[config.mk]
export PLATFORM = sky130hd
export DESIGN_NAME = swap_reg_bank
export DESIGN_NICKNAME = d
export VERILOG_FILES = /design/src/rtl/swap_reg_bank.sv
export SDC_FILE = /design/constraint.sdc
export NUM_CORES = 1
export LEC_CHECK = 0
export CAP_MARGIN = 10
export CELL_PAD_IN_SITES_DETAIL_PLACEMENT = 1
export CELL_PAD_IN_SITES_GLOBAL_PLACEMENT = 1
export CORE_UTILIZATION = 45
export CTS_BUF_LIST = sky130_fd_sc_hd__clkbuf_16
export DETAILED_ROUTE_END_ITERATION = 12
export PLACE_DENSITY = 0.88
export RECOVER_POWER = 25
export SLEW_MARGIN = 20
export SYNTH_ARGS = -nofsm -noshare
export SYNTH_HDL_FRONTEND = slang
export SYNTH_SLANG_ARGS = --single-unit
[constraint.sdc]
create_clock -name clk -period 2.7 [get_ports clk]
set_clock_uncertainty 0.1 [all_clocks]
set_input_delay 0.405 -clock clk [delete_from_list [all_inputs] [get_ports clk]]
set_output_delay 0.405 -clock clk [all_outputs]
set_load 0.01 [all_outputs]
[src/rtl/swap_reg_bank.sv]
// Bank of DEPTH general-purpose registers with LOAD/INC/CLR and a two-phase SWAP.
// Optional macro SWPBANK_INC_SAT_EN makes INC saturate at all-ones instead of wrapping.
module swap_reg_bank #(
  parameter int WIDTH   = 18,
  parameter int DEPTH   = 4,
  parameter int ADDR_W  = 2,
  parameter int RST_VAL = 2
) (
  input  logic              clk,
  input  logic              rst,
  input  logic              en,
  input  logic              op_valid,
  output logic              op_ready,
  input  logic [1:0]        op,
  input  logic [ADDR_W-1:0] addr_a,
  input  logic [ADDR_W-1:0] addr_b,
  input  logic [WIDTH-1:0]  bus_in,
  input  logic [ADDR_W-1:0] rd_addr,
  output logic [WIDTH-1:0]  rd_data,
  output logic              swp_done,
  output logic              ovf
);

  typedef enum logic {IDLE, SWP2} state_t;
  typedef logic [DEPTH-1:0][WIDTH-1:0] bank_t;

  localparam logic [WIDTH-1:0] RST_W = WIDTH'(RST_VAL);
  localparam logic [WIDTH-1:0] ONES  = '1;
  localparam logic [1:0] OP_LOAD = 2'b00;
  localparam logic [1:0] OP_INC  = 2'b01;
  localparam logic [1:0] OP_SWAP = 2'b10;
  localparam logic [1:0] OP_CLR  = 2'b11;

  state_t            state_q, state_d;
  bank_t             regs_q, regs_d;
  logic [WIDTH-1:0]  tmp_q, tmp_d;
  logic [ADDR_W-1:0] b_q, b_d;
  logic              swp_ok_q, swp_ok_d;
  logic              swp_done_q, swp_done_d;
  logic              ovf_q, ovf_d;

  logic              a_in, b_in, accept;
  logic [WIDTH-1:0]  val_a, val_b, inc_val;

  // Out-of-range addresses read as 0 and never match a write slot.
  function automatic logic [WIDTH-1:0] rd_reg(input bank_t r, input logic [ADDR_W-1:0] ad);
    rd_reg = '0;
    for (int i = 0; i < DEPTH; i++)
      if (ad == ADDR_W'(i)) rd_reg = r[i];
  endfunction

  function automatic bank_t wr_reg(input bank_t r, input logic [ADDR_W-1:0] ad,
                                   input logic [WIDTH-1:0] v);
    wr_reg = r;
    for (int i = 0; i < DEPTH; i++)
      if (ad == ADDR_W'(i)) wr_reg[i] = v;
  endfunction

  function automatic logic in_range(input logic [ADDR_W-1:0] ad);
    in_range = ({1'b0, ad} < (ADDR_W+1)'(DEPTH));
  endfunction

  assign a_in     = in_range(addr_a);
  assign b_in     = in_range(addr_b);
  assign val_a    = rd_reg(regs_q, addr_a);
  assign val_b    = rd_reg(regs_q, addr_b);
  assign op_ready = en & (state_q == IDLE);
  assign accept   = op_ready & op_valid;

`ifdef SWPBANK_INC_SAT_EN
  assign inc_val = (val_a == ONES) ? ONES : val_a + WIDTH'(1);
`else
  assign inc_val = val_a + WIDTH'(1);
`endif

  always_comb begin
    regs_d     = regs_q;
    tmp_d      = tmp_q;
    b_d        = b_q;
    swp_ok_d   = swp_ok_q;
    state_d    = state_q;
    swp_done_d = 1'b0;
    ovf_d      = 1'b0;
    if (en && state_q == SWP2) begin
      if (swp_ok_q) regs_d = wr_reg(regs_q, b_q, tmp_q);
      swp_done_d = 1'b1;
      state_d    = IDLE;
    end else if (accept) begin
      case (op)
        OP_LOAD: if (a_in) regs_d = wr_reg(regs_q, addr_a, bus_in);
        OP_INC: if (a_in) begin
          regs_d = wr_reg(regs_q, addr_a, inc_val);
          ovf_d  = (val_a == ONES);
        end
        OP_SWAP: begin
          // A swap touching any out-of-range register still runs both phases but writes nothing.
          tmp_d    = val_a;
          swp_ok_d = a_in & b_in;
          b_d      = addr_b;
          state_d  = SWP2;
          if (a_in && b_in) regs_d = wr_reg(regs_q, addr_a, val_b);
        end
        OP_CLR: if (a_in) regs_d = wr_reg(regs_q, addr_a, '0);
        default: ;
      endcase
    end
  end

  always_ff @(negedge clk) begin
    if (rst) begin
      regs_q     <= {DEPTH{RST_W}};
      tmp_q      <= '0;
      b_q        <= '0;
      swp_ok_q   <= 1'b0;
      state_q    <= IDLE;
      swp_done_q <= 1'b0;
      ovf_q      <= 1'b0;
    end else begin
      regs_q     <= regs_d;
      tmp_q      <= tmp_d;
      b_q        <= b_d;
      swp_ok_q   <= swp_ok_d;
      state_q    <= state_d;
      swp_done_q <= swp_done_d;
      ovf_q      <= ovf_d;
    end
  end

  assign rd_data  = rd_reg(regs_q, rd_addr);
  assign swp_done = swp_done_q;
  assign ovf      = ovf_q;

endmodule

==> results of run 1 <==
## Yosys cell counts, types with 6 or more instances
cell type	instances	share of area
a211oi_1	25	0.033
a21oi_1	41	0.036
buf_2	6	0.0052
clkbuf_1	41	0.027
dfxtp_1	96	0.34
mux2i_1	14	0.024
mux4_2	52	0.20
nand2_1	80	0.052
nand3_1	15	0.013
nand3b_1	16	0.021
nor2_1	69	0.045
nor3_1	12	0.010
o21a_1	10	0.013
o21ai_0	32	0.028
or3_1	6	0.0065
xor2_1	8	0.012
## through the flow
stage / util / hold WS [ns] / instance area, um^2 / setup TNS (ns)
floorplan: - / 0.332 / 5930 / -56.56
global placement: 0.638 / 0.343 / 7800 / -133.66
detailed placement: 0.638 / 0.356 / 7800 / -144.43
## kinds of logic after synthesis
| family | after synthesis | synth area share |
|---|---|---|
| flip-flops | 96 | 0.335 |
| buffers and inverters | 54 | 0.0386 |
| XOR/XNOR | 12 | 0.0196 |
| AND/OR/NAND/NOR | 225 | 0.191 |
| multiplexers | 71 | 0.244 |
| adder cells (fa/ha/maj) | 1 | 0.00218 |
| AO/OA/AOI/OAI | 146 | 0.169 |
==> impl_metrics.yaml, run 1 <==
placed_design:
  place_inst: 950
  place_ws_ns: -1.72
  place.port_buffers: 50
  globalplace.congestion: 0.918
  half_perimeter_wire_length_after_placement_um: 19300
cts:
  postCtsResizedCells: 325
  cts_hold_buf: 0
  clkSinkCount: 96
  cts.htree.levels: 3
  ctsLongestPathBuffers: 2
  ctsRootBufferMaster: "clkbuf_16"
  setup_fix_buffers_added_after_clock_tree_synthesis: 56
  cts_buffers: 9
logic_synthesis:
  synthCells: 605
  syn-cell-area_mm2: 0.00573
  postSynthNetCount: 636
  postSynthRegisterBits: 96
  seq_area_frac_synth: 0.335
  synth.distinct_cells: 56
  postSynth.asyncResetShare: 0
  synthesis.yosys.warnings: 0
  number_of_flops_mapped_to_enable_cells_by_yosys: 0
  synthesis.area_per_instance_um2: 9.47
  ys_dominant_reg_cell: "dfxtp_1"
run_status:
  stop_stage: "clock tree synthesis (4_1_cts)"
  toolErrorMsg: "[ERROR DPL-0033] detailed placement checks failed during check placement."
  result_of_the_run: "stopped before the end"
floorplan:
  floorplan.rows: 40
  io_pins: 51
  die-height_um: 115
  start_util: 0.469
  die_w_um: 115
==> run 2: changes to the inputs <==
==> config.mk (replaced) <==
export PLATFORM = sky130hd
export DESIGN_NAME = swap_reg_bank
export DESIGN_NICKNAME = d
export VERILOG_FILES = /design/src/rtl/swap_reg_bank.sv
export SDC_FILE = /design/constraint.sdc
export NUM_CORES = 1
export LEC_CHECK = 0
export CAP_MARGIN = 10
export CORE_UTILIZATION = 40
export DETAILED_ROUTE_END_ITERATION = 12
export PLACE_DENSITY_LB_ADDON = 0.15
export RECOVER_POWER = 25
export SLEW_MARGIN = 20
export SYNTH_ARGS = -nofsm -noshare
export SYNTH_HDL_FRONTEND = slang
export SYNTH_SLANG_ARGS = --single-unit
==> run 2 against run 1 <==
Net effect:
- the flow now finishes, with violations (setup timing)
- synthesized cell count unchanged
- synthesized area unchanged
==> impl_metrics.yaml, run 2 <==
run_status:
  result_of_the_run: "finished, violations left"
  violations_in_the_final_reports: "setup timing"
critical_path:
  crit_path_buf_inv_count: 4
  cp_data_required_time_ns: 1.55
  class_of_the_most_critical_setup_path: "in -> reg"
  critical_path.endpoint_type: "flip-flop"
  timing.critical_path.depth: 10
  worstPathMaxFanout: 7
  reg2reg_depth: 9
  cp_slowest_stage_delay_ns: 0.45
  arrival_ns: 2.50
  critical_path.cell_chain: "buf_12 > buf_12 > buf_4 > mux4_2 > nand2_4 > nor4_4 > buf_4 > nand3_4 > xnor2_2 > a31o_2"
  critical_path.startpoint_type: "input port"
  slowest_cell_on_the_critical_path: "nor4_4"
  critical-path-top-delay-family: "simple AND/OR/NAND/NOR gates"
logic_synthesis:
  syn-cell-area_mm2: 0.00573
  synth_largest_area_cell: "dfxtp_1"
  synthTopCellsByCount: "dfxtp_1, nand2_1, nor2_1"
  seq_area_frac_synth: 0.335
  synthesis.yosys.warnings: 0
  postSynth.asyncResetShare: 0
  cell_with_the_most_instances_after_synthesis: "dfxtp_1"
  synth.area.top_cells: "dfxtp_1, mux4_2, nand2_1"
  number_of_flops_mapped_to_enable_cells_by_yosys: 0
  synth.distinct_cells: 56
  postSynthRegisterBits: 96
  postSynthNetCount: 636
  ys_dominant_reg_cell: "dfxtp_1"
  synthCells: 605
  synthesis.area_per_instance_um2: 9.47
  synth_top_area_share: 0.335
cts:
  cts_buffers: 9
  cts_hold_buf: 0
  cts.htree.levels: 3
  clkSinkCount: 96
  clock_pin_slew_on_the_worst_setup_and_hold_paths_ns: 0.03
  insertion_delay_ns: 0.42
  tritoncts: "built"
  ctsLongestPathBuffers: 2
  ctsRootBufferMaster: "clkbuf_16"
power:
  power.density_cell_area_mw_per_mm2: 408
  irDropWorstVdd_uv: 281
  p_leak_nw: 4.33
  report.power.total_mw: 4.04
min_path:
  min_path_cells: 2
  hp-class: "reg -> reg"
routing:
  via_count: 6849
  routed_wl_um: 24300
  dr.first_iter.drc_count: 697
  drc_errors: 0
  wl_per_cell_um: 21.4
  ant_nets: 0
  drt-vias-per-instance: 6.02
  detailedRoute.firstPassIterationCount: 6
run:
  cap_violations: 0
sta:
  hold_violations_final: 0
  fin_hold_ws_ns: 0.357
  rsz0062_at_grt: "true"
  worstMarginPinSlew_ns: 0.452
  slew-limit-headroom: 0.695
  setup_total_negative_slack_ns: -65.32
  report.final.setup_viol: 101
  final_max_slew_viol_count: 0
  fin_ws_ns: -0.955
final_layout:
  final_cell_count_no_fill: 1137
  regArea_mm2: 0.00194
  mostFrequentLayoutCell: "buf_4"
  multiInputGateArea_mm2: 0.00435
  fill_cells: 981
  fraction_of_final_layout_cells_sized_beyond_drive_strength_1: 0.515
  regMostFlops: "regs_q"
  area_growth_pct: 72.6
  final_cell_mix: "buf_4, inv_1, dfxtp_1, nor2_1, nand2_1"
  diodes_inserted: 0
  largest_register_ffs: 72
  nets: 984
  biggestRegsByFlops: "regs_q: 72 flops, tmp_q: 18 flops, b_q: 2 flops"
global_route:
  via_count_of_the_first_global_routing_pass: 6638
  initial_antenna_violation_count: 0
  grt_max_degree: 22
  grt_overflow: 0
  grt_first_pass_wirelength_um: 34300
  gr-usage-all-layers: 0.311
placed_design:
  place_inst: 980
  globalplace.congestion: 0.970
  half_perimeter_wire_length_after_placement_um: 14700
  place.port_buffers: 50
floorplan:
  io_pins: 51
  floorplan.rows: 43
  die-height_um: 122
  core_area_mm2: 0.0139
  die_w_um: 122
  design.die.area_mm2: 0.0148
  start_util: 0.411
run 2: path summary, 6_finish.rpt:
path	start	endpoint	slack (ns)
worst min register to register	tmp_q[11]	tmp_q[11]	0.36
worst min-delay path	tmp_q[11]	tmp_q[11]	0.36
worst max-delay path	addr_a[0]	regs_q[17]	-0.96
worst max register to register	regs_q[48]	regs_q[34]	0.27
run 2: report_power, final:
group          internal (mW)  switching, mW
Clock                  0.803          0.982
Sequential              1.46         0.0160
Combinational          0.396          0.384
run 2: worst min-delay path, cell delays in order, from the launching register on:
cell and delay, ns:
dfxtp_1 0.30, nand2_1 0.05, a21oi_1 0.05
run 2: per-stage QoR:
step	utilization	area, um^2	setup slack, ns
after floorplan	-	5930	-0.881
after global placement	0.571	7960	-1.60
after detailed placement	0.571	7960	-1.74
after CTS	0.662	9230	-0.839
after global routing	0.710	9890	-0.967
final	0.710	9890	-0.955
run 2: routing by layer:
layer	global-route usage	vias to the layer above	routed length, um
li1	-	2953	-
met1	0.394	3351	9330
met2	0.476	448	11500
met3	0.0960	97	2510
met4	0.158	0	986
met5	0	-	0
run 2: area by class of cell:
| type | count | area share |
|---|---|---|
| flip-flops and latches | 96 | 0.196 |
| well taps | 180 | 0.0228 |
| multi-input cells | 455 | 0.440 |
| clock buffers | 9 | 0.0228 |
| clock inverters | 102 | 0.0396 |
| repair buffers | 292 | 0.277 |
| inverters | 3 | 0.00114 |
run 2: what timing repair did:
action / CTS / global route
buffers inserted: 23 / 33
pin swaps: 50 / 67
cloned: 4 / 3
gates resized for setup: 224 / 131
setup endpoints to repair: 117 / 115
run 2: cell families after synthesis:
kind of cell / Yosys count / synth area share
simple gates: 225 / 0.191
compound gates: 146 / 0.169
flops: 96 / 0.335
mux: 71 / 0.244
buf+inv: 54 / 0.0386
xor+xnor: 12 / 0.0196
fa+ha+maj: 1 / 0.00218
Power figures use the tool's default switching activity.
==> run 3: changes to the inputs <==
--- a/config.mk
+++ b/config.mk
@@ -6,7 +6,7 @@
 export NUM_CORES = 1
 export LEC_CHECK = 0
 export CAP_MARGIN = 10
-export CORE_UTILIZATION = 40
+export CORE_UTILIZATION = 45
 export DETAILED_ROUTE_END_ITERATION = 12
 export PLACE_DENSITY_LB_ADDON = 0.15
 export RECOVER_POWER = 25
@@ -14,3 +14,4 @@
 export SYNTH_ARGS = -nofsm -noshare
 export SYNTH_HDL_FRONTEND = slang
 export SYNTH_SLANG_ARGS = --single-unit
+export TNS_END_PERCENT = 100
==> run 3 against run 2 <==
Net effect:
- the run still ends with setup timing left
- power increased by 4.3%
- non-clock buffer count is 25 lower
- critical endpoint is now regs_q[51]
- highest routed layer unchanged
- first-iteration DRC count increased by 24%
- critical path type unchanged
- sequential power barely moved
==> impl_metrics.yaml, run 3 (same netlist as run 2, synthesis figures left out) <==
global_route:
  grt_first_pass_wirelength_um: 35500
  grt_max_degree: 26
  initial_antenna_violation_count: 0
  gr-usage-all-layers: 0.363
  grt_overflow: 0
  via_count_of_the_first_global_routing_pass: 6916
power:
  power.density_cell_area_mw_per_mm2: 438
  irDropWorstVdd_uv: 433
  p_leak_nw: 4.22
cts:
  clkSinkCount: 96
  cts.htree.levels: 3
  tritoncts: "built"
  cts_buffers: 9
  ctsRootBufferMaster: "clkbuf_16"
  clock_pin_slew_on_the_worst_setup_and_hold_paths_ns: 0.05
  cts_hold_buf: 0
  ctsLongestPathBuffers: 2
  insertion_delay_ns: 0.44
run_status:
  result_of_the_run: "finished, violations left"
  violations_in_the_final_reports: "setup timing"
final_layout:
  nets: 959
  regMostFlops: "regs_q"
  fill_cells: 768
  fraction_of_final_layout_cells_sized_beyond_drive_strength_1: 0.488
  mostFrequentLayoutCell: "buf_4"
  area_growth_pct: 67.8
  final_cell_mix: "buf_4, inv_1, dfxtp_1, nand2_1, nor2_1"
  biggestRegsByFlops: "regs_q: 72 flops, tmp_q: 18 flops, b_q: 2 flops"
  largest_register_ffs: 72
  diodes_inserted: 0
placed_design:
  globalplace.congestion: 0.984
  half_perimeter_wire_length_after_placement_um: 14400
  place.port_buffers: 50
  place_ws_ns: -1.67
critical_path:
  critical_path.cell_chain: "buf_12 > buf_12 > mux4_2 > buf_6 > nand3_4 > nor4_4 > buf_4 > buf_12 > o31ai_4 > o21ai_1"
  critical_path.startpoint_type: "input port"
  class_of_the_most_critical_setup_path: "in -> reg"
  slowest_cell_on_the_critical_path: "mux4_2"
  worstPathMaxFanout: 7
  arrival_ns: 2.38
  cp_slowest_stage_delay_ns: 0.59
  crit_top_cell: "buf_12"
  reg2reg_depth: 10
  critical_path.endpoint_type: "flip-flop"
  cp_data_required_time_ns: 1.55
routing:
  detailedRoute.firstPassIterationCount: 7
  drt-vias-per-instance: 6.27
  via_count: 6907
  detailroute.wirelength.met2_um: 11600
  dr.first_iter.drc_count: 866
  wl_met3_um: 2800
  route.top_layer_used: "met4"
  routed_wl_um: 25100
  detail_route.wirelength.met1_um: 9240
  wl_per_cell_um: 22.8
  drc_errors: 0
  ant_nets: 0
floorplan:
  io_pins: 51
  die_w_um: 115
  die-height_um: 115
  core_area_mm2: 0.0122
  floorplan.rows: 40
  start_util: 0.469
  design.die.area_mm2: 0.0132
sta:
  setup_total_negative_slack_ns: -62.86
  hold_violations_final: 0
  final_max_slew_viol_count: 0
  worstMarginPinSlew_ns: 0.470
  rsz0062_at_grt: "true"
  fin_ws_ns: -0.828
  slew-limit-headroom: 0.684
  report.final.setup_viol: 114
min_path:
  min_path_cells: 2
  hp-class: "reg -> reg"
run:
  cap_violations: 0
==> run 3: repair_timing <==
item	in CTS	in global routing
setup buffers	32	15
pin swaps	47	28
setup endpoints to repair	117	117
gates cloned	4	3
gates resized for setup	234	85
==> run 3: area by class of cell <==
class / instances / area, um^2 / share of cell area
well taps: 168 / 210 / 0.0219
repair buffers: 267 / 2530 / 0.264
clock inverters: 103 / 439 / 0.0457
flip-flops and latches: 96 / 1950 / 0.203
inverters: 3 / 11.3 / 0.00117
clock buffers: 9 / 225 / 0.0234
multi-input cells: 455 / 4240 / 0.441
==> run 3: metrics by stage <==
step | utilization | power (mW) | hold WS, ns | area, um^2 | std cells
detailed placement | 0.634 | 2.30 | 0.347 | 7740 | 946
global route | 0.787 | 4.39 | 0.390 | 9620 | 1101
CTS | 0.749 | 4.13 | 0.351 | 9140 | 1087
floorplan | - | 2.02 | 0.332 | 5930 | 605
global placement | 0.634 | 2.29 | 0.344 | 7740 | 946
finish | 0.787 | 4.22 | 0.361 | 9620 | 1101
==> run 3: metal layers <==
metal | track usage | vias to the layer above
li1 | - | 2917
met1 | 0.438 | 3278
met2 | 0.563 | 568
met3 | 0.111 | 144
met4 | 0.233 | 0
met5 | 0 | -
==> run 3: final timing paths <==
check              from          to  slack (ns)
max           addr_a[0]  regs_q[51]       -0.83
min            swp_ok_q    swp_ok_q        0.36
max reg2reg  regs_q[55]  regs_q[51]        0.23
min reg2reg    swp_ok_q    swp_ok_q        0.36
==> run 3: report_power, final <==
group          internal [mW]  switching, mW
combinational          0.373          0.381
sequential              1.46         0.0168
clock                  0.920           1.07
==> run 3: worst max-delay path, delay by kind of cell <==
family / cells / cell delay [ns]
compound gates: 2 / 0.49
buf+inv: 5 / 0.69
mux: 1 / 0.59
simple gates: 2 / 0.20
